`src/rtl/foc_frame_driver.sv`:
```
// Initiator for the FOC controller: loads d/q PID coefficients from shadow
// registers, then issues one saturated three-phase current frame per PWM period.
module foc_frame_driver #(
    parameter int unsigned D_WIDTH        = 19,
    parameter int unsigned Q_BITS         = 15,
    parameter int unsigned PERIOD_CYCLES  = 1000,
    parameter int unsigned TIMEOUT_CYCLES = 256
) (
    input  logic                      clk,
    input  logic                      rstb,
    input  logic                      start,
    input  logic                      stop,
    input  logic                      cfg_wen,
    input  logic [1:0]                cfg_sel,
    input  logic [D_WIDTH-1:0]        cfg_data,
    input  logic                      adc_valid,
    input  logic signed [D_WIDTH-1:0] adc_a,
    input  logic signed [D_WIDTH-1:0] adc_b,
    input  logic                      ready,
    output logic                      pid_d_wen,
    output logic                      pid_q_wen,
    output logic [D_WIDTH-1:0]        pid_d_addr,
    output logic [D_WIDTH-1:0]        pid_q_addr,
    output logic [D_WIDTH-1:0]        pid_d_data,
    output logic [D_WIDTH-1:0]        pid_q_data,
    output logic                      valid,
    output logic signed [D_WIDTH-1:0] currA_in,
    output logic signed [D_WIDTH-1:0] currB_in,
    output logic signed [D_WIDTH-1:0] currC_in,
    output logic                      busy,
    output logic                      err_timeout,
    output logic [7:0]                overrun_cnt
);

    localparam int unsigned PW = $clog2(PERIOD_CYCLES);
    localparam int unsigned TW = (TIMEOUT_CYCLES > 1) ? $clog2(TIMEOUT_CYCLES) : 1;
    localparam int unsigned SW = D_WIDTH + 2;
    localparam logic [PW-1:0] PCNT_LAST = PW'(PERIOD_CYCLES - 1);
    localparam logic [TW-1:0] WCNT_LAST = TW'(TIMEOUT_CYCLES - 1);
    localparam logic [D_WIDTH-1:0] SMAX = {1'b0, {(D_WIDTH-1){1'b1}}};
    localparam logic [D_WIDTH-1:0] SMIN = {1'b1, {(D_WIDTH-1){1'b0}}};

    localparam logic [2:0] IDLE     = 3'd0;
    localparam logic [2:0] LOAD_P   = 3'd1;
    localparam logic [2:0] LOAD_I   = 3'd2;
    localparam logic [2:0] RUN      = 3'd3;
    localparam logic [2:0] ISSUE    = 3'd4;
    localparam logic [2:0] WAIT_RDY = 3'd5;

    if (Q_BITS >= D_WIDTH || PERIOD_CYCLES < 4) begin : g_bad_param
        $error("foc_frame_driver: Q_BITS must be below D_WIDTH and PERIOD_CYCLES at least 4");
    end

    logic [2:0]                state, state_nxt;
    logic [D_WIDTH-1:0]        kp_d, ki_d, kp_q, ki_q;
    logic signed [D_WIDTH-1:0] sample_a, sample_b;
    logic [PW-1:0]             pcnt, pcnt_nxt;
    logic [TW-1:0]             wcnt, wcnt_nxt;
    logic                      stop_pend, stop_nxt;
    logic                      reload_pend, reload_nxt;
    logic                      err_nxt;
    logic [7:0]                ovr_nxt;
    logic                      wen_nxt, valid_nxt, busy_nxt;
    logic [D_WIDTH-1:0]        addr_nxt, d_data_nxt, q_data_nxt;
    logic signed [D_WIDTH-1:0] curr_a_nxt, curr_b_nxt, curr_c_nxt;
    logic signed [SW-1:0]      neg_sum;
    logic signed [D_WIDTH-1:0] sat_c;
    logic                      tick;
    logic                      drop_state;

    // Host shadow copies of the PID coefficients
    always_ff @(posedge clk or negedge rstb) begin
        if (!rstb) begin
            kp_d <= '0;
            ki_d <= '0;
            kp_q <= '0;
            ki_q <= '0;
        end else if (cfg_wen) begin
            case (cfg_sel)
                2'd0:    kp_d <= cfg_data;
                2'd1:    ki_d <= cfg_data;
                2'd2:    kp_q <= cfg_data;
                default: ki_q <= cfg_data;
            endcase
        end
    end

    always_ff @(posedge clk or negedge rstb) begin
        if (!rstb) begin
            sample_a <= '0;
            sample_b <= '0;
        end else if (adc_valid) begin
            sample_a <= adc_a;
            sample_b <= adc_b;
        end
    end

    // Phase C = -(A+B); two guard bits so negating the most negative sum cannot wrap
    assign neg_sum = -(SW'(sample_a) + SW'(sample_b));

    always_comb begin
        sat_c = neg_sum[D_WIDTH-1:0];
        if (neg_sum[SW-1:D_WIDTH-1] != 3'b000 && neg_sum[SW-1:D_WIDTH-1] != 3'b111) begin
            sat_c = neg_sum[SW-1] ? SMIN : SMAX;
        end
    end

    assign tick       = (pcnt == PCNT_LAST);
    assign drop_state = (state == LOAD_P) || (state == LOAD_I) ||
                        (state == ISSUE)  || (state == WAIT_RDY);

    always_comb begin
        state_nxt  = state;
        stop_nxt   = stop_pend;
        reload_nxt = reload_pend;
        err_nxt    = err_timeout;
        ovr_nxt    = overrun_cnt;
        wcnt_nxt   = wcnt;
        pcnt_nxt   = '0;
        wen_nxt    = 1'b0;
        addr_nxt   = '0;
        d_data_nxt = '0;
        q_data_nxt = '0;
        valid_nxt  = 1'b0;
        curr_a_nxt = currA_in;
        curr_b_nxt = currB_in;
        curr_c_nxt = currC_in;

        if (state != IDLE) begin
            pcnt_nxt = tick ? '0 : pcnt + PW'(1);
        end

        case (state)
            IDLE: begin
                if (start) begin
                    state_nxt = LOAD_P;
                    err_nxt   = 1'b0;
                    ovr_nxt   = '0;
                end
            end
            LOAD_P: state_nxt = LOAD_I;
            LOAD_I: state_nxt = RUN;
            RUN: begin
                if (stop_pend) begin
                    state_nxt = IDLE;
                end else if (reload_pend) begin
                    state_nxt = LOAD_P;
                end else if (tick) begin
                    state_nxt = ISSUE;
                end
            end
            ISSUE: begin
                wcnt_nxt  = wcnt + TW'(1);
                state_nxt = ready ? RUN : WAIT_RDY;
            end
            WAIT_RDY: begin
                if (ready) begin
                    state_nxt = RUN;
                end else if (wcnt == WCNT_LAST) begin
                    err_nxt   = 1'b1;
                    state_nxt = RUN;
                end else begin
                    wcnt_nxt = wcnt + TW'(1);
                end
            end
            default: state_nxt = IDLE;
        endcase

        if (tick && drop_state && overrun_cnt != 8'hFF) begin
            ovr_nxt = overrun_cnt + 8'd1;
        end

        // A write landing during LOAD_I must still trigger another reload
        if (state == LOAD_I) begin
            reload_nxt = 1'b0;
        end
        if (cfg_wen && state != IDLE) begin
            reload_nxt = 1'b1;
        end

        if (stop) begin
            stop_nxt = 1'b1;
        end
        if (state_nxt == IDLE) begin
            stop_nxt = 1'b0;
        end

        // Outputs are registered against the state being entered
        case (state_nxt)
            LOAD_P: begin
                wen_nxt    = 1'b1;
                d_data_nxt = kp_d;
                q_data_nxt = kp_q;
            end
            LOAD_I: begin
                wen_nxt    = 1'b1;
                addr_nxt   = D_WIDTH'(1);
                d_data_nxt = ki_d;
                q_data_nxt = ki_q;
            end
            ISSUE: begin
                valid_nxt  = 1'b1;
                curr_a_nxt = sample_a;
                curr_b_nxt = sample_b;
                curr_c_nxt = sat_c;
                wcnt_nxt   = '0;
            end
            default: ;
        endcase

        busy_nxt = (state_nxt != IDLE);
    end

    always_ff @(posedge clk or negedge rstb) begin
        if (!rstb) begin
            state       <= IDLE;
            pcnt        <= '0;
            wcnt        <= '0;
            stop_pend   <= 1'b0;
            reload_pend <= 1'b0;
            pid_d_wen   <= 1'b0;
            pid_q_wen   <= 1'b0;
            pid_d_addr  <= '0;
            pid_q_addr  <= '0;
            pid_d_data  <= '0;
            pid_q_data  <= '0;
            valid       <= 1'b0;
            currA_in    <= '0;
            currB_in    <= '0;
            currC_in    <= '0;
            busy        <= 1'b0;
            err_timeout <= 1'b0;
            overrun_cnt <= '0;
        end else begin
            state       <= state_nxt;
            pcnt        <= pcnt_nxt;
            wcnt        <= wcnt_nxt;
            stop_pend   <= stop_nxt;
            reload_pend <= reload_nxt;
            pid_d_wen   <= wen_nxt;
            pid_q_wen   <= wen_nxt;
            pid_d_addr  <= addr_nxt;
            pid_q_addr  <= addr_nxt;
            pid_d_data  <= d_data_nxt;
            pid_q_data  <= q_data_nxt;
            valid       <= valid_nxt;
            currA_in    <= curr_a_nxt;
            currB_in    <= curr_b_nxt;
            currC_in    <= curr_c_nxt;
            busy        <= busy_nxt;
            err_timeout <= err_nxt;
            overrun_cnt <= ovr_nxt;
        end
    end

endmodule

```
`config.mk`:
```
export PLATFORM = sky130hd
export DESIGN_NAME = foc_frame_driver
export DESIGN_NICKNAME = d
export VERILOG_FILES = /design/src/rtl/foc_frame_driver.sv
export SDC_FILE = /design/constraint.sdc
export NUM_CORES = 1
export LEC_CHECK = 0
export CAP_MARGIN = 20
export CORE_UTILIZATION = 57
export CTS_CLUSTER_SIZE = 10
export DETAILED_ROUTE_END_ITERATION = 8
export PLACE_DENSITY = 0.87
export SLEW_MARGIN = 25
export SYNTH_ARGS = -nofsm -noshare
export SYNTH_HDL_FRONTEND = slang
export SYNTH_SLANG_ARGS = --single-unit
```
`constraint.sdc`:
```
create_clock -name clk -period 5.5 [get_ports clk]
set_clock_uncertainty 0.05 [all_clocks]
set_input_delay 1.1 -clock clk [delete_from_list [all_inputs] [get_ports clk]]
set_output_delay 1.1 -clock clk [all_outputs]
set_load 0.01 [all_outputs]
```
==> flow_summary.json, run 1 <==
{
  "ir_drop_mv": 0.276,
  "synth_top_area_frac": 0.547,
  "die_w_um": 142,
  "syn_inst": 1011,
  "crit_type": "reg -> reg",
  "mostFrequentLayoutCells": "dfrtp_1, clkdlybuf4s50_1, nand2_1",
  "max_freq_ghz": 0.276,
  "overflow": 0,
  "yosys_warnings": 0,
  "powerDensity_mw_per_mm2": 379,
  "cts_inserted_buffers": 28,
  "antenna_found_initial": 1,
  "synth_ff_type": "dfrtp_1",
  "syn_area_mm2": 0.0112,
  "arrival_ns": 4.04,
  "crit_slowest_cell": "mux2i_4",
  "drt-pass1-iter-count": 5,
  "fp.dieArea_mm2": 0.0202,
  "worstSetupStartpointType": "flip-flop",
  "slew_headroom": 0.364,
  "dpl_cell_area_mm2": 0.0130,
  "syn_avg_cell_area_um2": 11.1,
  "setup_viol": 0,
  "layout_commonest_cell": "dfrtp_1",
  "core-area_mm2": 0.0190,
  "utilization": 0.726,
  "grt_pass1_vias": 8248,
  "synth_area_leaders": "dfrtp_1, mux2_2, ha_1, o21ai_0, nand2_1",
  "period_share": 0.659,
  "required_ns": 5.92,
  "fin_nets": 1283,
  "drc": 0,
  "clock_sinks": 245,
  "power.leakage_nw": 6.18,
  "async_reset_ff_frac": 1.00,
  "slew_violations": 0,
  "tightest_slew_ns": 0.954,
  "clock-root-buffer": "clkbuf_16",
  "drt_iter0_drc": 449,
  "global_route.usage.total": 0.257,
  "rows": 50,
  "worst-path-max-fanout": 18,
  "endpoint_kind": "flip-flop",
  "vias_per_cell": 5.63,
  "ys_seq_area_frac": 0.547,
  "ys_types": 69,
  "crit_chain": "ha_1, inv_1, ha_1, inv_1, fa_1, nand2b_1, a211o_1, a211o_1, a31oi_4, mux2i_4, nand3_1, nand3_1",
  "cpLargestDelayFamily": "compound AO/OA/AOI/OAI gates",
  "clockBufferDepth": 3,
  "min_path_type": "reg -> reg",
  "path_buf_inv": 2,
  "rsz0062_at_grt": "false",
  "syn2layout_area_growth_pct": 22.8,
  "min_period_ns": 3.62,
  "post_drt_wl_per_cell_um": 17.7,
  "max_stage_delay_ns": 0.58,
  "synth-edff-count": 0,
  "vias": 8089,
  "worst-path-stages": 12,
  "ys_ff_latch": 245,
  "grt_max_degree": 114,
  "synth_largest_area_cell": "dfrtp_1",
  "die_height_um": 142,
  "drive_above_1_share": 0.119,
  "hold_depth": 2,
  "initial_core_util": 0.591,
  "grt_pass1_wl_um": 41000,
  "clk_latency_ns": 0.54,
  "postRouteAntennaNets": 0,
  "r2r_cells": 12,
  "tritoncts": "yes",
  "htree_levels": 1,
  "maxCapViolCount": 0,
  "cts.clk_slew.worst_paths_ns": 0.06,
  "hpwl_um": 16800,
  "cts_resized": 0,
  "cts_hold_buffers": 0,
  "hold_viol": 0,
  "tns_ns": 0,
  "status": "completed",
  "cts_setup_buffers": 0,
  "routed_wl_um": 25400,
  "io_pins": 212,
  "finalInstanceArea_mm2": 0.0138,
  "gp_congestion": 0.886,
  "portBuffers": 175
}
state kept, by name, indices dropped and copies added, names as in the netlist, 3 cells and up:
name	cells
ki_d	19
sample_b	19
pid_q_data	19
wcnt	8
currC_in	19
currB_in	19
state	3
kp_q	19
pcnt	10
kp_d	19
overrun_cnt	8
ki_q	19
pid_d_data	19
sample_a	19
currA_in	19
worst paths after layout:
check	start	endpoint	slack, ns
max in group asynchronous	rstb	currB_in[15]	3.83
min in group asynchronous	rstb	sample_b[0]	0.51
setup reg to reg	sample_a[1]	currC_in[7]	1.88
hold / removal	currB_in[2]	currB_in[2]	0.42
hold reg to reg	currB_in[2]	currB_in[2]	0.42
setup / recovery	sample_a[1]	currC_in[7]	1.88
worst min-delay path: cells and delay by family, from the launching register on:
family | cells | cell delay [ns]
simple gates | 1 | 0.04
flops | 1 | 0.34
compound gates | 1 | 0.06
per-stage QoR:
stage	cells	worst slack, ns	power, W	hold WS, ns
2_1_floorplan	1046	2.40	0.00314	0.398
3_3_place_gp	1404	2.11	0.00359	0.411
3_5_place_dp	1404	2.03	0.00364	0.420
4_1_cts	1436	1.93	0.00525	0.431
5_1_grt	1437	1.64	0.00546	0.449
6_report	1438	1.88	0.00521	0.424
synth_stat cells, drive strengths merged, types with 4 or more instances:
cell type / count
buf: 54
a21oi: 27
xnor2: 17
or3: 6
and3: 7
o21ai: 102
a22oi: 9
inv: 46
ha: 41
nor2: 39
nand3b: 5
nor3b: 4
xor2: 12
nor4: 4
nand4: 11
a211oi: 6
nor3: 8
dfrtp: 245
a22o: 38
mux2: 78
nand2: 114
nand3: 45
a21o: 4
nand2b: 12
clkbuf: 31
o21a: 4
area by class of cell:
cell class                 instances  area (um2)
antenna                            1        2.50
clock inverter                     2        35.0
clock buffer                      30         708
inverter                          46         173
tap                              260         325
timing repair buffer             184        1840
fill                            1297        5200
sequential                       245        6130
multi-input combinational        670        4550
logic make-up after synthesis:
group / Yosys count / synth area share
simple gates: 272 / 0.117
flops: 245 / 0.547
compound gates: 210 / 0.121
buf+inv: 131 / 0.0609
mux: 81 / 0.0822
fa+ha+maj: 42 / 0.0476
xor+xnor: 29 / 0.0233
other cells: 1 / 0.000335
per-layer routing:
metal	wire length [um]	share of wire	vias up	global-route usage
met3	1660	0.065	59	0.0585
li1	-	-	3766	-
met5	0	0	-	0
met2	12800	0.50	267	0.440
met4	779	0.031	0	0.0922
met1	10200	0.40	3997	0.318
power breakdown:
part	internal [W]	switching, W	total (W)
logic	0.000659	0.000763	0.00142
registers	0.00207	0.000149	0.00222
clock network	0.000902	0.000674	0.00158
total	0.00363	0.00159	0.00521
No activity file was read; power rests on OpenSTA's default activity.
==> run 2: changes to the inputs <==
--- a/config.mk
+++ b/config.mk
@@ -6,10 +6,10 @@
 export NUM_CORES = 1
 export LEC_CHECK = 0
 export CAP_MARGIN = 20
-export CORE_UTILIZATION = 57
+export CORE_UTILIZATION = 47
 export CTS_CLUSTER_SIZE = 10
 export DETAILED_ROUTE_END_ITERATION = 8
-export PLACE_DENSITY = 0.87
+export PLACE_DENSITY = 0.77
 export SLEW_MARGIN = 25
 export SYNTH_ARGS = -nofsm -noshare
 export SYNTH_HDL_FRONTEND = slang
==> constraint.sdc (replaced) <==
create_clock -name clk -period 3.25 [get_ports clk]
set_clock_uncertainty 0.05 [all_clocks]
set_input_delay 0.65 -clock clk [delete_from_list [all_inputs] [get_ports clk]]
set_output_delay 0.65 -clock clk [all_outputs]
set_load 0.01 [all_outputs]
==> run 2 against run 1 <==
- via count about the same
- critical path depth increased by 1
- fmax increased by 12%
- setup slack got worse by 1.8 ns
- wire length about the same
- largest cell class unchanged
- highest routed layer is now met5
==> flow_summary.json, run 2 (synthesis results as in run 1) <==
{
  "overflow": 0,
  "cpLargestDelayFamily": "compound AO/OA/AOI/OAI gates",
  "hold_viol": 0,
  "tritoncts": "yes",
  "register_area_mm2": 0.00613,
  "crit_chain": "ha_1, inv_2, ha_4, inv_2, fa_2, nand2b_4, a211o_1, a211o_1, a31oi_4, mux2i_4, clkbuf_16, nand3_1, nand4_1",
  "syn2layout_area_growth_pct": 26.1,
  "global_route.usage.total": 0.208,
  "required_ns": 3.66,
  "antenna_found_initial": 1,
  "initial_core_util": 0.479,
  "max_freq_ghz": 0.310,
  "antenna_cells": 0,
  "crit_slowest_cell": "mux2i_4",
  "clk_latency_ns": 0.55,
  "grt_max_degree": 93,
  "post_drt_wl_per_cell_um": 16.8,
  "reg2reg_slack_ns": 0.03,
  "worst-path-max-fanout": 9,
  "grt_pass1_wl_um": 40500,
  "gp_congestion": 0.895,
  "crit_type": "reg -> reg",
  "path_buf_inv": 3,
  "ir_drop_mv": 0.538,
  "portBuffers": 175,
  "slew_headroom": 0.446,
  "vias_per_cell": 5.33,
  "postRouteAntennaNets": 0,
  "cts_inserted_buffers": 28,
  "worstSetupStartpointType": "flip-flop",
  "endpoint_kind": "flip-flop",
  "core-area_mm2": 0.0234,
  "hpwl_um": 17500,
  "die_height_um": 156,
  "finalInstanceArea_mm2": 0.0141,
  "clock-root-buffer": "clkbuf_16",
  "drive_above_1_share": 0.140,
  "layout_commonest_cell": "dfrtp_1",
  "r2r_cells": 13,
  "powerDensity_mw_per_mm2": 636,
  "rsz0062_at_grt": "true",
  "tightest_slew_ns": 0.830,
  "period_share": 0.991,
  "hold_slack_ns": 0.0539,
  "drc": 0,
  "rows": 56,
  "layoutNonFillerInstCount": 1516,
  "startpoint": "sample_a[1]",
  "cts_hold_buffers": 0,
  "dpl_cell_area_mm2": 0.0132,
  "grt_pass1_vias": 7877,
  "drt_iter0_drc": 403,
  "clock_sinks": 245,
  "cts.clk_slew.worst_paths_ns": 0.05,
  "max_stage_delay_ns": 0.41,
  "die_w_um": 156,
  "clockBufferDepth": 3,
  "maxCapViolCount": 0,
  "routed_wl_um": 25400,
  "fp.dieArea_mm2": 0.0245,
  "vias": 8081,
  "slew_violations": 0,
  "drt-pass1-iter-count": 5,
  "io_pins": 212,
  "arrival_ns": 3.63,
  "setup_viol": 0,
  "status": "completed",
  "p_total_w": 0.00898,
  "place_inst": 1476,
  "min_period_ns": 3.22,
  "multi_input_area_mm2": 0.00458,
  "fin_nets": 1304,
  "worstReg2RegEnd": "currC_in[8]",
  "min_path_type": "in -> async",
  "power.leakage_nw": 6.32,
  "num-fill-cells": 1909,
  "mostFrequentLayoutCells": "dfrtp_1, clkdlybuf4s50_1, nand2_1",
  "htree_levels": 1,
  "r2r_start": "sample_a[1]",
  "utilization": 0.604
}
-- run 2: changes by cell type in the layout (fill, tap and decap cells not counted), moves of 2 or more --
cell       previous run  this run
inv_2                 0         2
buf_12                1         7
inv_1                46        44
clkbuf_16            28        30
buf_4                 7        20
clkbuf_1              2         0
-- run 2: report_power, final --
group | switching (W) | internal, W
clock | 0.00114 | 0.00154
sequential | 0.000241 | 0.00350
combinational | 0.00134 | 0.00123
-- run 2: worst max path at each step --
| stage | endpoint | depth (start not counted) |
|---|---|---|
| 4_1_cts | currC_in[2] | 13 |
| 5_1_grt | currC_in[7] | 13 |
| 6_report | currC_in[8] | 13 |
| 2_1_floorplan | currC_in[7] | 13 |
| 3_3_place_gp | currC_in[2] | 12 |
| 3_5_place_dp | currC_in[2] | 12 |
-- run 2: layout make-up --
class / instances / share of cell area
multi-input combinational: 671 / 0.324
sequential: 245 / 0.434
inverter: 46 / 0.0122
timing repair buffer: 204 / 0.148
clock buffer: 29 / 0.0506
clock inverter: 2 / 0.00248
tap: 319 / 0.0283
-- run 2: layer usage --
layer	wire length (um)	vias up	GRT usage	part of all wire
li1	-	3819	-	-
met1	10400	3993	0.259	0.41
met2	12300	228	0.352	0.49
met3	2060	39	0.0665	0.081
met4	567	2	0.0458	0.022
met5	17	-	0	0.00067
-- run 2: timing repair --
| item | in CTS | in global routing |
|---|---|---|
| endpoints found under the setup margin | 10 | 18 |
| resized for setup | 0 | 9 |
| setup buffers | 0 | 6 |
| pin swaps | 2 | 3 |
| cloned | 1 | 2 |
-- run 2: through the flow --
step	setup TNS [ns]	worst slack, ns
2_1_floorplan	0	0.150
3_3_place_gp	0	0.0458
3_5_place_dp	-0.178	-0.0399
4_1_cts	0	0.0405
5_1_grt	-0.645	-0.0805
6_report	0	0.0280
-- run 2: worst reg2reg max path: cells and delay by family, from the launching register on --
kind,cells,cell delay (ns)
AO/OA/AOI/OAI,3,0.83
multiplexers,1,0.41
buffers and inverters,3,0.34
AND/OR/NAND/NOR,3,0.36
adder cells (fa/ha/maj),3,0.79
flip-flops,1,0.38
==> run 3: changes to the inputs <==
--- a/config.mk
+++ b/config.mk
@@ -7,7 +7,8 @@
 export LEC_CHECK = 0
 export CAP_MARGIN = 20
 export CORE_UTILIZATION = 47
-export CTS_CLUSTER_SIZE = 10
+export CTS_CLUSTER_DIAMETER = 100
+export CTS_CLUSTER_SIZE = 28
 export DETAILED_ROUTE_END_ITERATION = 8
 export PLACE_DENSITY = 0.77
 export SLEW_MARGIN = 25
==> run 3 against run 2 <==
- clock-buffer cell count is 15 lower
- highest routed layer unchanged
- largest power group unchanged
- clock power is 37% lower
- utilization is 1.7 points lower
- combinational power hardly changed
- sequential power hardly changed
- largest cell class unchanged
- critical path type unchanged
==> flow_summary.json, run 3 (synthesis results as in run 1) <==
{
  "status": "completed",
  "postRouteAntennaNets": 0,
  "slew_violations": 0,
  "powerDensity_mw_per_mm2": 581,
  "multi_input_area_mm2": 0.00458,
  "initial_core_util": 0.479,
  "antenna_cells": 0,
  "portBuffers": 175,
  "maxCapViolCount": 0,
  "routed_wl_um": 25000,
  "clock-root-buffer": "clkbuf_16",
  "layout_commonest_cell": "dfrtp_1",
  "overflow": 0,
  "gp_congestion": 0.895,
  "reg2reg_slack_ns": 0.04,
  "die_height_um": 156,
  "highest_layer": "met5",
  "hold_slack_ns": 0.0902,
  "max_freq_ghz": 0.311,
  "crit_slowest_cell": "dfrtp_1",
  "worst-path-max-fanout": 9,
  "vias": 7994,
  "cts_inserted_buffers": 12,
  "setup_viol": 0,
  "drc": 0,
  "core-area_mm2": 0.0234,
  "fin_ws_ns": 0.0351,
  "tightest_slew_ns": 0.847,
  "clockBufferDepth": 3,
  "place_ws_ns": -0.0399,
  "wl_met2_um": 12100,
  "crit_type": "reg -> reg",
  "mostFrequentLayoutCells": "dfrtp_1, clkdlybuf4s50_1, nand2_1",
  "fp.dieArea_mm2": 0.0245,
  "hold_viol": 0,
  "grt_pass1_vias": 7748,
  "vias_per_cell": 5.33,
  "min_period_ns": 3.21,
  "drt_iter0_drc": 376,
  "route.layer.met1.wl_um": 10300,
  "min_path_type": "in -> async",
  "grt_pass1_wl_um": 39800,
  "tns_ns": 0,
  "crit_chain": "ha_1, inv_2, ha_4, inv_2, fa_2, nand2b_4, a211o_1, a211o_1, a31oi_4, mux2i_4, clkbuf_16, nand3_1, nand4_1",
  "place_inst": 1476,
  "htree_levels": 1,
  "arrival_ns": 3.59,
  "post_drt_wl_per_cell_um": 16.6,
  "worstSetupStartpointType": "flip-flop",
  "power.leakage_nw": 6.12,
  "drt-pass1-iter-count": 5,
  "antenna_found_initial": 1,
  "max_stage_delay_ns": 0.40,
  "grt_max_degree": 93,
  "cts.clk_slew.worst_paths_ns": 0.11,
  "slew_headroom": 0.435,
  "required_ns": 3.63,
  "route.met3.wl_um": 1910,
  "drive_above_1_share": 0.129,
  "io_pins": 212,
  "rows": 56,
  "hpwl_um": 17500,
  "clock_sinks": 245,
  "rsz0062_at_grt": "true",
  "period_share": 0.989,
  "clk_latency_ns": 0.49,
  "layoutNonFillerInstCount": 1500,
  "endpoint_kind": "flip-flop",
  "tritoncts": "yes",
  "cts_hold_buffers": 0,
  "register_area_mm2": 0.00613,
  "syn2layout_area_growth_pct": 22.5,
  "p_total_w": 0.00797,
  "fin_nets": 1288,
  "die_w_um": 156,
  "ir_drop_mv": 0.517,
  "global_route.usage.total": 0.204,
  "num-fill-cells": 1974
}
[run 3: final cells by class]
| type | count | area share |
|---|---|---|
| Inverter | 46 | 0.0126 |
| Multi-Input combinational cell | 671 | 0.334 |
| Clock inverter | 1 | 0.000547 |
| Sequential cell | 245 | 0.447 |
| Timing Repair Buffer | 204 | 0.152 |
| Tap cell | 319 | 0.0291 |
| Clock buffer | 14 | 0.0247 |
[run 3: final timing paths]
| path | cells past startpoint | end | start |
|---|---|---|---|
| worst max-delay path | 13 | currC_in[17] | sample_a[1] |
| worst min register to register | 2 | currB_in[5] | currB_in[5] |
| worst min-delay path | 1 | currB_in[0] | rstb |
| worst max register to register | 13 | currC_in[17] | sample_a[1] |
| max in group asynchronous | 2 | kp_q[13] | rstb |
| min in group clk | 2 | currB_in[5] | currB_in[5] |
[run 3: report_power, final]
part | total, W | internal [W] | switching, W | leakage (nW)
Sequential | 0.00372 | 0.00349 | 0.000236 | 3.13
Combinational | 0.00257 | 0.00123 | 0.00134 | 2.82
Clock | 0.00168 | 0.000749 | 0.000933 | 0.168
[run 3: layer usage]
| layer | vias up | GRT usage |
|---|---|---|
| met4 | 2 | 0.0546 |
| met5 | - | 0 |
| li1 | 3785 | - |
| met1 | 3946 | 0.256 |
| met2 | 219 | 0.341 |
| met3 | 42 | 0.0637 |
[run 3: metrics by stage]
stage / cell area [um2] / utilization
2_1_floorplan: 11300 / -
3_5_place_dp: 13200 / 0.566
3_3_place_gp: 13200 / 0.566
6_report: 13700 / 0.586
5_1_grt: 13700 / 0.586
4_1_cts: 13600 / 0.581
[run 3: worst max-delay path, delay by kind of cell (launching register included)]
family	cells	cell delay, ns
simple gates	3	0.35
flops	1	0.40
compound gates	3	0.82
buf+inv	3	0.35
fa+ha+maj	3	0.80
mux	1	0.40
[run 3: what timing repair did]
item	in CTS	in global routing
setup endpoints to repair	17	18
gates cloned	1	2
pin swaps	2	2
gates resized for setup	0	9
setup buffers	0	6
